<file path="config.mk">
export PLATFORM = sky130hd
export DESIGN_NAME = dffram_stream_reader
export DESIGN_NICKNAME = d
export VERILOG_FILES = /design/src/rtl/dffram_stream_reader.sv
export SDC_FILE = /design/constraint.sdc
export NUM_CORES = 1
export LEC_CHECK = 0
export CORE_ASPECT_RATIO = 2
export CORE_MARGIN = 1
export CORE_UTILIZATION = 45
export DETAILED_ROUTE_END_ITERATION = 8
export PLACE_DENSITY = 0.79
export SLEW_MARGIN = 20
export SYNTH_ARGS = -nofsm -noshare
export SYNTH_HDL_FRONTEND = slang
export SYNTH_SLANG_ARGS = --single-unit
export TNS_END_PERCENT = 10
</file>
<file path="constraint.sdc">
create_clock -name clk -period 2.55 [get_ports clk]
set_clock_uncertainty 0.1 [all_clocks]
set_input_delay 0.51 -clock clk [delete_from_list [all_inputs] [get_ports clk]]
set_output_delay 0.51 -clock clk [all_outputs]
set_load 0.01 [all_outputs]
</file>
<file path="src/rtl/dffram_stream_reader.sv">
// Read-side streamer for the dual-port DFF RAM.
// Issues consecutive reads and emits the words on a valid/ready stream.
module dffram_stream_reader #(
    parameter int DWIDTH = 24,
    parameter int AWIDTH = 6
) (
    input  logic              clk,
    input  logic              rst,
    input  logic              start,
    input  logic [AWIDTH-1:0] base_adr,
    input  logic [AWIDTH:0]   len,
    output logic              busy,
    output logic              done,
    output logic [AWIDTH-1:0] mem_adr_r,
    input  logic [DWIDTH-1:0] mem_dat_i,
    output logic              m_valid,
    input  logic              m_ready,
    output logic [DWIDTH-1:0] m_data,
    output logic              m_last
);

    typedef enum logic [1:0] {
        S_IDLE,
        S_ISSUE,
        S_DRAIN,
        S_DONE
    } state_e;

    state_e state_q, state_d;

    logic [AWIDTH-1:0] adr_q;
    logic [AWIDTH:0]   rem_q;
    logic              infl_q;
    logic              infl_last_q;

    logic              out_vld_q, out_vld_d;
    logic              out_last_q, out_last_d;
    logic [DWIDTH-1:0] out_data_q, out_data_d;
    logic              sp_vld_q, sp_vld_d;
    logic              sp_last_q, sp_last_d;
    logic [DWIDTH-1:0] sp_data_q, sp_data_d;

    logic       pop;
    logic [1:0] occ;
    logic       room;
    logic       accept;
    logic       issue;
    logic       final_issue;
    logic       drained;

    // Handshake and issue-slot arithmetic shared by FSM and datapath
    always_comb begin
        pop         = out_vld_q & m_ready;
        occ         = {1'b0, out_vld_q} + {1'b0, sp_vld_q};
        room        = ({1'b0, occ} + {2'b00, infl_q}) < (3'd2 + {2'b00, pop});
        accept      = (state_q == S_IDLE) && start;
        issue       = (state_q == S_ISSUE) && room;
        final_issue = issue && (rem_q == {{AWIDTH{1'b0}}, 1'b1});
        drained     = !infl_q && (occ == {1'b0, pop});
    end

    // State register
    always_ff @(posedge clk) begin
        if (rst) begin
            state_q <= S_IDLE;
        end else begin
            state_q <= state_d;
        end
    end

    // Next-state logic
    always_comb begin
        state_d = state_q;
        unique case (state_q)
            S_IDLE: begin
                if (start) begin
                    state_d = (len == '0) ? S_DONE : S_ISSUE;
                end
            end
            S_ISSUE: begin
                if (final_issue) begin
                    state_d = S_DRAIN;
                end
            end
            S_DRAIN: begin
                if (drained) begin
                    state_d = S_DONE;
                end
            end
            S_DONE: begin
                state_d = S_IDLE;
            end
            default: begin
                state_d = S_IDLE;
            end
        endcase
    end

    // FSM outputs
    always_comb begin
        busy = (state_q == S_ISSUE) || (state_q == S_DRAIN);
        done = (state_q == S_DONE);
    end

    // Command capture, read address and outstanding-read tracking
    always_ff @(posedge clk) begin
        if (rst) begin
            adr_q       <= '0;
            rem_q       <= '0;
            infl_q      <= 1'b0;
            infl_last_q <= 1'b0;
        end else begin
            if (accept) begin
                adr_q <= base_adr;
                rem_q <= len;
            end else if (issue) begin
                rem_q <= rem_q - 1'b1;
                if (!final_issue) begin
                    adr_q <= adr_q + 1'b1;
                end
            end
            infl_q      <= issue;
            infl_last_q <= final_issue;
        end
    end

    // Two-entry buffer: output register plus a spare slot for read latency
    always_comb begin
        out_vld_d  = out_vld_q;
        out_last_d = out_last_q;
        out_data_d = out_data_q;
        sp_vld_d   = sp_vld_q;
        sp_last_d  = sp_last_q;
        sp_data_d  = sp_data_q;
        if (!out_vld_q || pop) begin
            if (sp_vld_q) begin
                out_vld_d  = 1'b1;
                out_data_d = sp_data_q;
                out_last_d = sp_last_q;
                sp_vld_d   = infl_q;
                if (infl_q) begin
                    sp_data_d = mem_dat_i;
                    sp_last_d = infl_last_q;
                end
            end else if (infl_q) begin
                out_vld_d  = 1'b1;
                out_data_d = mem_dat_i;
                out_last_d = infl_last_q;
            end else begin
                out_vld_d = 1'b0;
            end
        end else if (infl_q) begin
            sp_vld_d  = 1'b1;
            sp_data_d = mem_dat_i;
            sp_last_d = infl_last_q;
        end
    end

    // Buffer registers
    always_ff @(posedge clk) begin
        if (rst) begin
            out_vld_q  <= 1'b0;
            out_last_q <= 1'b0;
            out_data_q <= '0;
            sp_vld_q   <= 1'b0;
            sp_last_q  <= 1'b0;
            sp_data_q  <= '0;
        end else begin
            out_vld_q  <= out_vld_d;
            out_last_q <= out_last_d;
            out_data_q <= out_data_d;
            sp_vld_q   <= sp_vld_d;
            sp_last_q  <= sp_last_d;
            sp_data_q  <= sp_data_d;
        end
    end

    // Stream and RAM outputs
    always_comb begin
        mem_adr_r = adr_q;
        m_valid   = out_vld_q;
        m_data    = out_data_q;
        m_last    = out_last_q & out_vld_q;
    end

endmodule

</file>
# Word level (Yosys, flattened, before mapping)
# Cells that the tools add are included.
word_totals:
  regBits: 69
  in_bits: 41
  output_inout_bits: 34
  elab_cells: 70
op_classes:
  n_addsub: 5
  order_cmp: 1
  eq_ne: 10
  muxes: 25
  n_bitwise: 2
  n_reduce_logical: 16
op_table:
  columns: ["cell", "n"]
  rows:
  - ["$mux W24", 5]
  - ["$mux W6", 3]
  - ["$mux W7", 2]
  - ["$mux W1", 10]
  - ["$ne A2 B2 Y1 const B", 5]
  - ["$mux W2", 4]
  - ["$pmux W2 S4", 1]
  - ["$eq A7 B1 Y1 const B", 1]
  - ["$logic_not A7 Y1", 1]
  - ["$sub A7 B1 Y7 const B", 1]
  - ["$add A6 B1 Y6 const B", 1]
  - ["$reduce_bool A2 Y1", 3]
  - ["$eq A2 B2 Y1 const B", 2]
  - ["$logic_and A1 B1 Y1", 4]
  - ["$reduce_and A2 Y1", 2]
  - ["$add A2 B1 Y3", 1]
  - ["$add A2 B1 Y3 const A", 1]
  - ["$lt A3 B3 Y1", 1]
  - ["$reduce_and A3 Y1", 1]
  - ["$add A1 B1 Y2", 1]
  - ["$and A1 B1 Y1", 2]
  - ["$eq A2 B1 Y1", 1]
  - ["$eq A2 B1 Y1 const B", 1]
  - ["$logic_not A1 Y1", 2]
  - ["other kinds (2)", 3]

# Longest topological paths before layout
logic_depth:
  ltp_word: 8
  ltp_mapped: 8
  mapped_depth_nobuf: 7

# Worst setup path before layout
# Ideal clock, no wire load.
synth_timing:
  kind: "reg-to-reg"
  start: "register out_vld_q, in the netlist m_valid"
  end: "register state_q[1]"
  setup_ns: 0.123
  t_arrival_ns: 2.095
  required_time_ns: 2.327
  path_slack_ns: 0.231
  path_stages_with_launch: 8
  path_buffers: 0
  period_less_slack_ns: 2.319
  cell_sequence: "dfxtp_1 > ha_1 > ha_1 > ha_1 > nor3b_1 > o211ai_1 > a221o_1 > mux2_1"
synth_via:
  elab_chain_len: 7
  word_cells_on_any_way: 12
  classes_between: "add/sub (3); order compare (1); eq/ne (3); bitwise (1); reduce/logical (4)"
synth_lines:
  columns: ["element", "line_no", "text"]
  rows:
  - ["from (decl)", "36", "logic out_vld_q, out_vld_d;"]
  - ["from (signal assigned)", "169", "out_vld_q <= out_vld_d;"]
  - ["$add A1 B1 Y2 or $and A1 B1 Y1 (tied branches)", "54, 53", null]
  - ["$add A2 B1 Y3", "55", "room = ({1'b0, occ} + {2'b00, infl_q}) < (3'd2 + {2'b00, pop});"]
  - ["$lt A3 B3 Y1", "55", null]
  - ["$logic_and A1 B1 Y1", "57", "issue = (state_q == S_ISSUE) && room;"]
  - ["$logic_and A1 B1 Y1", "58", "final_issue = issue && (rem_q == {{AWIDTH{1'b0}}, 1'b1});"]
  - ["$ne A2 B2 Y1 (no line)", null, null]
  - ["$reduce_and A3 Y1 (no line) *", null, null]
  - ["to (signal assigned)", "67", "state_q <= state_d;"]
  - ["to (decl)", "29", "state_e state_q, state_d;"]
# Every way passes the cells marked *; elsewhere a longest branch is shown, timed or not.
# A chain may end at the register's enable or synchronous reset.

# Final worst setup path
layout_timing:
  start: "register out_vld_q, in the netlist m_valid"
  end: "register adr_q[4], in the netlist mem_adr_r[4]"
layout_via:
  elab_chain_len: 7
  word_cells_on_any_way: 10
  classes_between: "add/sub (3); order compare (1); eq/ne (1); bitwise (1); reduce/logical (4)"
layout_lines:
  columns: ["element", "line_no", "text"]
  rows:
  - ["$add A1 B1 Y2 or $and A1 B1 Y1 (tied branches)", "54, 53", null]
  - ["$add A2 B1 Y3", "55", null]
  - ["$lt A3 B3 Y1 *", "55", null]
  - ["$logic_and A1 B1 Y1 *", "57", null]
  - ["$logic_and A1 B1 Y1", "58", null]
  - ["$ne A2 B2 Y1 (no line)", null, null]
  - ["$reduce_and A2 Y1 (no line) *", null, null]
  - ["to (signal assigned)", "114", "adr_q <= base_adr;"]
  - ["to (signal assigned)", "119", "adr_q <= adr_q + 1'b1;"]
  - ["to (decl)", "31", "logic [AWIDTH-1:0] adr_q;"]
# Marks and branches as above.

==> impl_results.md <==
* Hold Startpoint: sp_data_q[4]$_SDFFE_PP0P_
* Post-CTS Setup Inserts at 0
* Post-Syn Area at approximately 3200 µm²
* Post-synth EDFFs at 0
* Post-route ant nets at 0
* Slew Limit Fails at 0
* Slew margin rel. at 0.324
* Chip width at between 60 and 70 µm
* Critical path origin: m_valid$_SDFFE_PP0N_
* Vias in the first global route at roughly 2800
* Row Count at between 40 and 50
* Most common cell after layout, fill and taps aside: clkdlybuf4s50_1
* Setup TNS at 0 ps
* CORE AREA at approximately 7000 µm²
* Die area at 7470 µm²
* Synth unique cells at 46
* GPL Wtd Cong at 0.840
* CTS root buffer: clkbuf_16
* Int Pwr at 2.69 mW
* Hold buffer count at CTS at 0
* WP data required at 2690 ps
* DRC viols at 0
* CTS Sinks at 69
* R2r setup slk at 150 ps
* Global-route wire length before repair at ~12000 µm
* Initial core utilization at 0.465
* Synth Warn # at 0
* Final Setup Violations at 0
* HPWL after DPL at around 5300 µm
* IO Count at between 70 and 80
* Layout cells sized above 1 at 0.0845
* Post-DR wirelength/cell at 14.9 µm
* Peak supply drop at ~0.47 mV
* Via density at 5.55
* Hold Path Cell Cnt at 2
* Final Non-Filler Cells at between 500 and 600
* Antenna Cells at 0
* Leakage at ~1.5 nW
* Hold Slack at around 350 ps
* Cells after DPL at between 500 and 600
* Ys async rst share at 0
* RR Endpoint: mem_adr_r[4]$_SDFFE_PP0P_
* GR Util All Layers at 0.222
* Post-CTS sizing at 0
* Mapped Cells at roughly 360
* Setup CP Type: flip-flop to flip-flop
* Switching share of power at 0.304
* Synth Flop Type: dfxtp_1
* Max Clk Rate at approximately 0.42 GHz
* PD cells at roughly 890 nW/µm²
* CTS max path bufs at 2
* Via count at just under 3000
* DRT iter0 DRCs at 201
* Measured slew at the worst slew-check pin at between 1000 and 1500 ps
* Psw at ~1.2 mW
* DP Area at between 4000 and 5000 µm²
* Startpoint Class: flip-flop
* Grt total ovfl at 0
* Sequential fraction of the synthesis area at 0.432
* Cells on worst reg2reg path at 7
* Total wire length at ~8000 µm
* Clock Pin Slew Worst Setup and Hold Paths at approximately 60 ps
* WHS Endpoint: sp_data_q[4]$_SDFFE_PP0P_
* Worst Hold Class: flip-flop to flip-flop
* Reg2reg start: m_valid$_SDFFE_PP0N_
* PortBufs at 74
* Fin crit share at 0.940
* CTS tree: built
* Worst path arrival time at approximately 2500 ps
* Max-cap violations at 0
* Syn avg cell area at 8.81 µm²
* Pin count of the biggest net entering global routing at 51
* Insertion delay to the later sink of the worst-skew pair at 330 ps
* Final #Nets at a little under 500
* Endpoints failing hold at 0
* Minimum clock period at about 2400 ps
* Area Growth Syn to Fin at 35.7%
* Initial antenna violation count at 0
* Chip height at between 100 and 150 µm
* Design Area, Final at between 4000 and 5000 µm²
* Combinational share of power at 0.288
* Pre-antenna DRT Iters at 4
* Sequential share of power at 0.356
* Worst Path Max Fanout at 15
* RSZ-0062 raised after global routing: false
* Synthesis-stage register bit count at slightly below 70
* Syn Nets at ~420
* Num CTS Buffers at 9
* Commonest non-fill, non-tap cells in the layout: clkdlybuf4s50_1 (73), dfxtp_1 (67), nand2_1 (57), nor2_1 (45)
* Clk pwr share at 0.356
* H-tree depth at 3
* CP endpoint kind: flip-flop
* Outcome: complete, no violations
==> cell families (layout without fill, tap and decap cells) <==
| logic type | after synthesis | count (layout) | synth area share |
|---|---|---|---|
| simple gates | 140 | 140 | 0.200 |
| compound gates | 85 | 85 | 0.181 |
| flops | 69 | 69 | 0.432 |
| buf+inv | 30 | 105 | 0.0536 |
| mux | 26 | 26 | 0.0817 |
| fa+ha+maj | 12 | 12 | 0.0493 |
| xor+xnor | 1 | 1 | 0.00274 |
==> Yosys cell counts, drive strengths merged (7+ instances only) <==
| library cell | number | area share |
|---|---|---|
| dfxtp | 69 | 0.43 |
| nand2 | 57 | 0.067 |
| nor2 | 46 | 0.054 |
| a211oi | 28 | 0.066 |
| a21oi | 28 | 0.044 |
| mux2i | 25 | 0.078 |
| clkbuf | 18 | 0.034 |
| ha | 11 | 0.043 |
| a311oi | 9 | 0.027 |
| o21ai | 8 | 0.014 |
| buf | 7 | 0.014 |
==> metal layers <==
metal	global-route usage	routed length, µm	part of all wire
met1	0.222	2880	0.37
met2	0.403	4460	0.57
met3	0.0480	295	0.038
met4	0.115	217	0.028
met5	0	0	0
==> how the worst max path moves through the flow <==
stage	endpoint	slack (ps)	depth (start not counted)
5_1_grt	mem_adr_r[3]$_SDFFE_PP0P_	40	7
3_5_place_dp	m_data[9]$_SDFFE_PP0P_	70	5
3_3_place_gp	mem_adr_r[3]$_SDFFE_PP0P_	150	7
6_report	mem_adr_r[4]$_SDFFE_PP0P_	150	7
4_1_cts	mem_adr_r[4]$_SDFFE_PP0P_	100	7
2_1_floorplan	state_q[1]$_SDFFE_PP0P_	230	7
==> flip-flops by register name, summed over array words and instances (netlist names), 2 cells and up <==
| register | cells |
|---|---|
| m_data | 24 |
| rem_q | 7 |
| mem_adr_r | 6 |
| sp_data_q | 24 |
| state_q | 2 |
==> through the flow <==
stage,setup WS [ps],power [mW],util
final,152,3.86,0.630
after global routing,36.0,4.06,0.630
after CTS,95.8,3.88,0.630
after global placement,153,2.46,0.582
after detailed placement,65.8,2.50,0.582
after floorplan,231,2.05,-
==> worst max-delay path: stages, from the launching register on <==
cell and delay (ps):
dfxtp_2 350, ha_1 330, ha_1 190, ha_1 200, nor2b_2 150, o21ai_2 180
or4_1 540, a311oi_1 270
==> layout make-up <==
| class | instances | area (µm²) |
|---|---|---|
| Clock inverter | 6 | 93.8 |
| Clock buffer | 10 | 239 |
| Sequential cell | 69 | 1380 |
| Fill cell | 602 | 2540 |
| Multi-Input combinational cell | 264 | 1660 |
| Tap cell | 90 | 113 |
| Inverter | 5 | 18.8 |
| Timing Repair Buffer | 84 | 836 |
==> power by group through the flow <==
stage               sequential, mW  clock [mW]  combinational [mW]
floorplan                     1.42           0               0.627
global placement              1.39           0                1.07
detailed placement            1.39           0                1.11
CTS                           1.37        1.39                1.12
global route                  1.40        1.44                1.22
finish                        1.37        1.38                1.11
Note: power is estimated with default switching activity, not from simulation.
==> patch 1, RTL diff (same flow settings) <==
The 4 states of `state_e` get a one-hot encoding in 4 bits.
--- a/src/rtl/dffram_stream_reader.sv
+++ b/src/rtl/dffram_stream_reader.sv
@@ -21,7 +21,7 @@
 
-    typedef enum logic [1:0] {
-        S_IDLE,
-        S_ISSUE,
-        S_DRAIN,
-        S_DONE
+    typedef enum logic [3:0] {
+        S_IDLE  = 4'b0001,
+        S_ISSUE = 4'b0010,
+        S_DRAIN = 4'b0100,
+        S_DONE  = 4'b1000
     } state_e;
Formal check against the unedited RTL: same outputs for any inputs over 10 cycles, from zero or initial values and one cycle with rst high; not proved beyond that.
==> patch 1 against the original RTL <==
Synthesized area fell by 1.9%; cell area barely moved; worst setup slack got worse by 0.015 ns; hold slack barely moved; routed wire length fell by 1.8%; sequential cell count rose by 2.
Power is not compared: it rests on default switching activity, and its combinational part moved more than twofold at a synthesized area within 25%.
==> patch 1: results (changes against the original RTL) <==
[place]
gp_congestion=0.880  ; +4.8%
post-dp-hpwl_um=5420  ; +2.3%
placed_cell_area_um2=4000  ; -0.16%

[min_path]
min_to=sp_last_q
worstHoldStart=infl_last_q
hold_depth=2  ; unchanged

[setup_path]
reg2regPathDepth=5  ; -2
path_delay_family=simple AND/OR/NAND/NOR gates
cp_slowest_cell=clkdlybuf4s50_1
cp.arrival_ns=1.80  ; -0.74 ns
r2r_slack_ns=0.20  ; +0.05 ns

[status]
status=completed

[synthesis]
seq_area_frac_synth_pct=45.3  ; +2.1 points
synth.net_count=412  ; -0.96%
ys_top_cells_by_area=dfxtp_1, mux2i_1, a211oi_1
synth_cells=364  ; +0.28%
synth.top_cells.by_count=dfxtp_1, nand2_1, nor2_1, a21oi_1, a211oi_1

[grt]
grt_util_all_layers_pct=22.8  ; +0.55 points
grt_pass1_vias=2822  ; -0.32%

[routing]
via_per_inst=5.53  ; -0.41%
wl_per_cell_um=14.5  ; -2.2%
drt-initial-drc-count=211  ; +5.0%

[timing]
relSlewSlack_pct=33.1  ; +0.71 points

[layout]
n_antenna_cell=0  ; unchanged
drive_gt1_share_pct=8.60  ; +0.15 points
fin_nets=485  ; -0.21%

[patch 1: changes by cell type after synthesis, sizes merged, moves of 4 or more]
cell | unedited run | this run
ha | 11 | 6
nor2 | 46 | 39
nor4b | 0 | 4
a21oi | 28 | 34
a311oi | 9 | 4
o21ai | 8 | 4
clkbuf | 18 | 22
a31oi | 0 | 5
[patch 1: power groups by stage]
stage	Sequential, mW	Clock, mW	Combinational [mW]
floorplan	1.25	0	0.221
global placement	1.24	0	0.422
detailed placement	1.24	0	0.432
CTS	1.22	1.38	0.436
global route	1.23	1.43	0.480
finish	1.22	1.35	0.438
[patch 1: layout make-up]
| cell class | count | area (µm²) |
|---|---|---|
| clock buffers | 13 | 260 |
| clock inverters | 3 | 65.1 |
| fillers | 552 | 2330 |
| inverters | 5 | 18.8 |
| multi-input cells | 262 | 1620 |
| flip-flops and latches | 71 | 1420 |
| well taps | 88 | 110 |
| repair buffers | 88 | 841 |
[patch 1: metrics by stage]
stage	hold WS [ns]	worst slack, ns	setup TNS [ns]	util (%)	power [mW]
global placement	0.336	0.112	0	60.0	1.66
global route	0.365	0.0127	0	65.1	3.14
detailed placement	0.346	-0.0208	-0.0339	60.0	1.67
CTS	0.354	0.0640	0	64.8	3.03
floorplan	0.331	0.294	0	-	1.47
finish	0.352	0.137	0	65.1	3.01
[patch 1: worst max path at each step]
stage	start	end	depth (start not counted)
6_report	state_q[2]	busy	3
5_1_grt	m_valid	mem_adr_r[4]	5
2_1_floorplan	m_valid	mem_adr_r[4]	5
3_5_place_dp	m_ready	m_data[23]	5
4_1_cts	state_q[1]	busy	3
3_3_place_gp	m_ready	m_data[23]	5
[patch 1: repair_timing]
item / CTS / global route
endpoints found under the setup margin: 0 / 5
hold buffers: 0 / 0
gates resized for setup: 0 / 3
[patch 1: logic make-up after synthesis]
kind of cell | Yosys count | share of synthesized area (%)
and+or+nand+nor | 140 | 20.9
buffers and inverters | 31 | 3.79
AOI/OAI and AO/OA | 90 | 19.0
muxes | 25 | 7.97
DFF | 71 | 45.3
adders and majority gates | 7 | 3.03
[patch 1: layer usage]
layer  part of all wire, %  track usage [%]  routed length [µm]  vias up
met5                     0                0                   0        -
met4                   2.2             9.23                 170        0
met3                   4.3             5.71                 331       14
met2                    56             41.6                4300       90
met1                    38             23.0                2900     1370
li1                      -                -                   -     1455
[patch 1: worst min-delay path, cell delays in order, from the launching register on]
cell and delay [ns]:
dfxtp_1 0.30, nand2_1 0.05, a21oi_1 0.05
==> patch 2, RTL diff (config.mk and constraints unchanged) <==
Without the edit above. Set the parameter `DWIDTH` to 12 (it was 24).
--- a/src/rtl/dffram_stream_reader.sv
+++ b/src/rtl/dffram_stream_reader.sv
@@ -3,3 +3,3 @@
 module dffram_stream_reader #(
-    parameter int DWIDTH = 24,
+    parameter int DWIDTH = 12,
     parameter int AWIDTH = 6
Interface: changed (resized m_data and mem_dat_i); port bits go from 75 to 51. The function was not compared with the original's and may differ.
==> patch 2 against the original RTL <==
Cell area is 30% lower; sequential cell count is 24 lower; hold slack gained 0.050 ns; routed wire length fell by 36%; worst setup slack worse by 0.020 ns; synthesized area decreased by 29%; power is 33% lower; final cell count decreased by 33%; critical path type unchanged; largest cell class unchanged.
==> patch 2: results (changes against the original RTL) <==
[status]
status=completed

[synthesis]
ys_top_cells_by_area=dfxtp_1, mux2i_1, nor2_1
synth.net_count=284  ; -32%
synth.top_cells.by_count=nor2_1, dfxtp_1, mux2i_1, a211oi_1, ha_1
seq_area_frac_synth_pct=39.6  ; -3.5 points
synth_cell_types=45  ; -2.2%
synth_mux_area_share_pct=12.1  ; +3.9 points
synth_compound_area_share_pct=17.2  ; -0.89 points
synth_fa_ha_area_share_pct=6.94  ; +2.0 points
synth_xor_area_share_pct=1.16  ; +0.88 points
yosysMostFrequentCell=nor2_1

[timing]
worstMarginPinSlew_ns=0.953  ; -0.0590 ns
period_share_pct=94.8  ; +0.78 points

[clock_network]
clock_latency_ns=0.29  ; -0.04 ns
htree_levels=2  ; -1
cts_buffers=5  ; -4
path_clk_slew_ns=0.09  ; +0.03 ns
cts_root_buf=clkbuf_8

[routing]
drt-initial-drc-count=27  ; -87%
routed_wirelength_um=5000  ; -36%
via_per_inst=5.55  ; about the same

[layout]
fin_nets=339  ; -30%
fill_cells=413  ; -31%
drive_gt1_share_pct=12.4  ; +3.9 points

[power]
vdd_ir_drop_max_v=0.000842  ; +80%
leakage_nw=1.17  ; -21%
p_int_mw=1.70  ; -37%

[grt]
grt_pass1_wl_um=8080  ; -35%
grt_max_degree=27  ; -47%
grt_util_all_layers_pct=19.9  ; -2.3 points
grt_pass1_vias=1910  ; -33%

[setup_path]
cp.arrival_ns=2.51  ; -0.03 ns
reg2reg_to=mem_adr_r[5]
crit_fanout=17  ; +2
cpPeakStageDelay_ns=0.52  ; -0.02 ns
r2r_slack_ns=0.13  ; -0.02 ns
worstSetupPathType=reg -> reg
reg2reg_from=m_valid
reg2regPathDepth=8  ; +1

[place]
gp_congestion=0.809  ; -3.7%
place_ws_ns=0.0152  ; -0.0506 ns
port_buffers=50  ; -32%
post-dp-hpwl_um=3740  ; -29%

[min_path]
worstHoldStart=out_last_q

==> patch 2: how the worst min path moves through the flow <==
stage                    endpoint  slack (ns)  cells past startpoint
global placement        sp_last_q        0.37                      2
detailed placement  sp_data_q[10]        0.39                      2
finish                 out_last_q        0.40                      2
floorplan               sp_last_q        0.36                      2
global route            m_data[9]        0.43                      2
CTS                    out_last_q        0.41                      2
==> patch 2: cells by family (layout without fill, tap and decap cells) <==
group	Yosys count	in the layout
xor gates and xnor gates	3	3
AOI/OAI and AO/OA	50	50
muxes	27	27
adders and majority gates	12	12
and+or+nand+nor	87	87
DFF	45	45
buffers and inverters	19	75
==> patch 2: per-layer routing <==
layer / share of wire [%] / up-vias / GRT usage [%]
met5: 0 / - / 0
met4: 1.3 / 0 / 7.69
met3: 2.1 / 8 / 3.24
met2: 58 / 37 / 39.5
met1: 38 / 939 / 19.4
li1: - / 991 / -
==> patch 2: worst reg2reg max path, delay by kind of cell (launching register included) <==
kind / cells / cell delay [ns]
adder cells (fa/ha/maj): 3 / 0.70
AO/OA/AOI/OAI: 2 / 0.30
AND/OR/NAND/NOR: 2 / 0.68
buffers and inverters: 1 / 0.19
flip-flops: 1 / 0.36
==> patch 2: power by group through the flow <==
stage,logic (mW),clock network (mW),registers (mW)
2_1_floorplan,0.607,0,0.997
3_3_place_gp,1.03,0,0.970
3_5_place_dp,1.05,0,0.980
4_1_cts,1.06,0.571,0.965
5_1_grt,1.19,0.609,0.987
6_report,1.07,0.560,0.968
==> patch 2: final cells by class <==
class	count	area share, %
Tap cell	57	2.36
Multi-Input combinational cell	179	43.9
Inverter	6	0.744
Clock buffer	6	2.73
Clock inverter	2	1.24
Sequential cell	45	29.8
Timing Repair Buffer	61	19.3
==> patch 2: per-stage QoR <==
stage | cells | power, mW | instance area, µm² | hold WS (ns) | utilization, %
after floorplan | 243 | 1.60 | 2270 | 0.360 | -
after global placement | 348 | 2.00 | 2880 | 0.372 | 59.2
after detailed placement | 348 | 2.03 | 2880 | 0.390 | 59.2
after CTS | 356 | 2.59 | 3000 | 0.405 | 61.7
after global routing | 356 | 2.79 | 3030 | 0.425 | 62.2
final | 356 | 2.60 | 3030 | 0.402 | 62.2
==> patch 2: repair_timing <==
action,CTS,global route
gates resized for setup,1,5
setup buffers,0,0
endpoints found under the setup margin,1,4
pin swaps,0,2
hold buffers,0,0
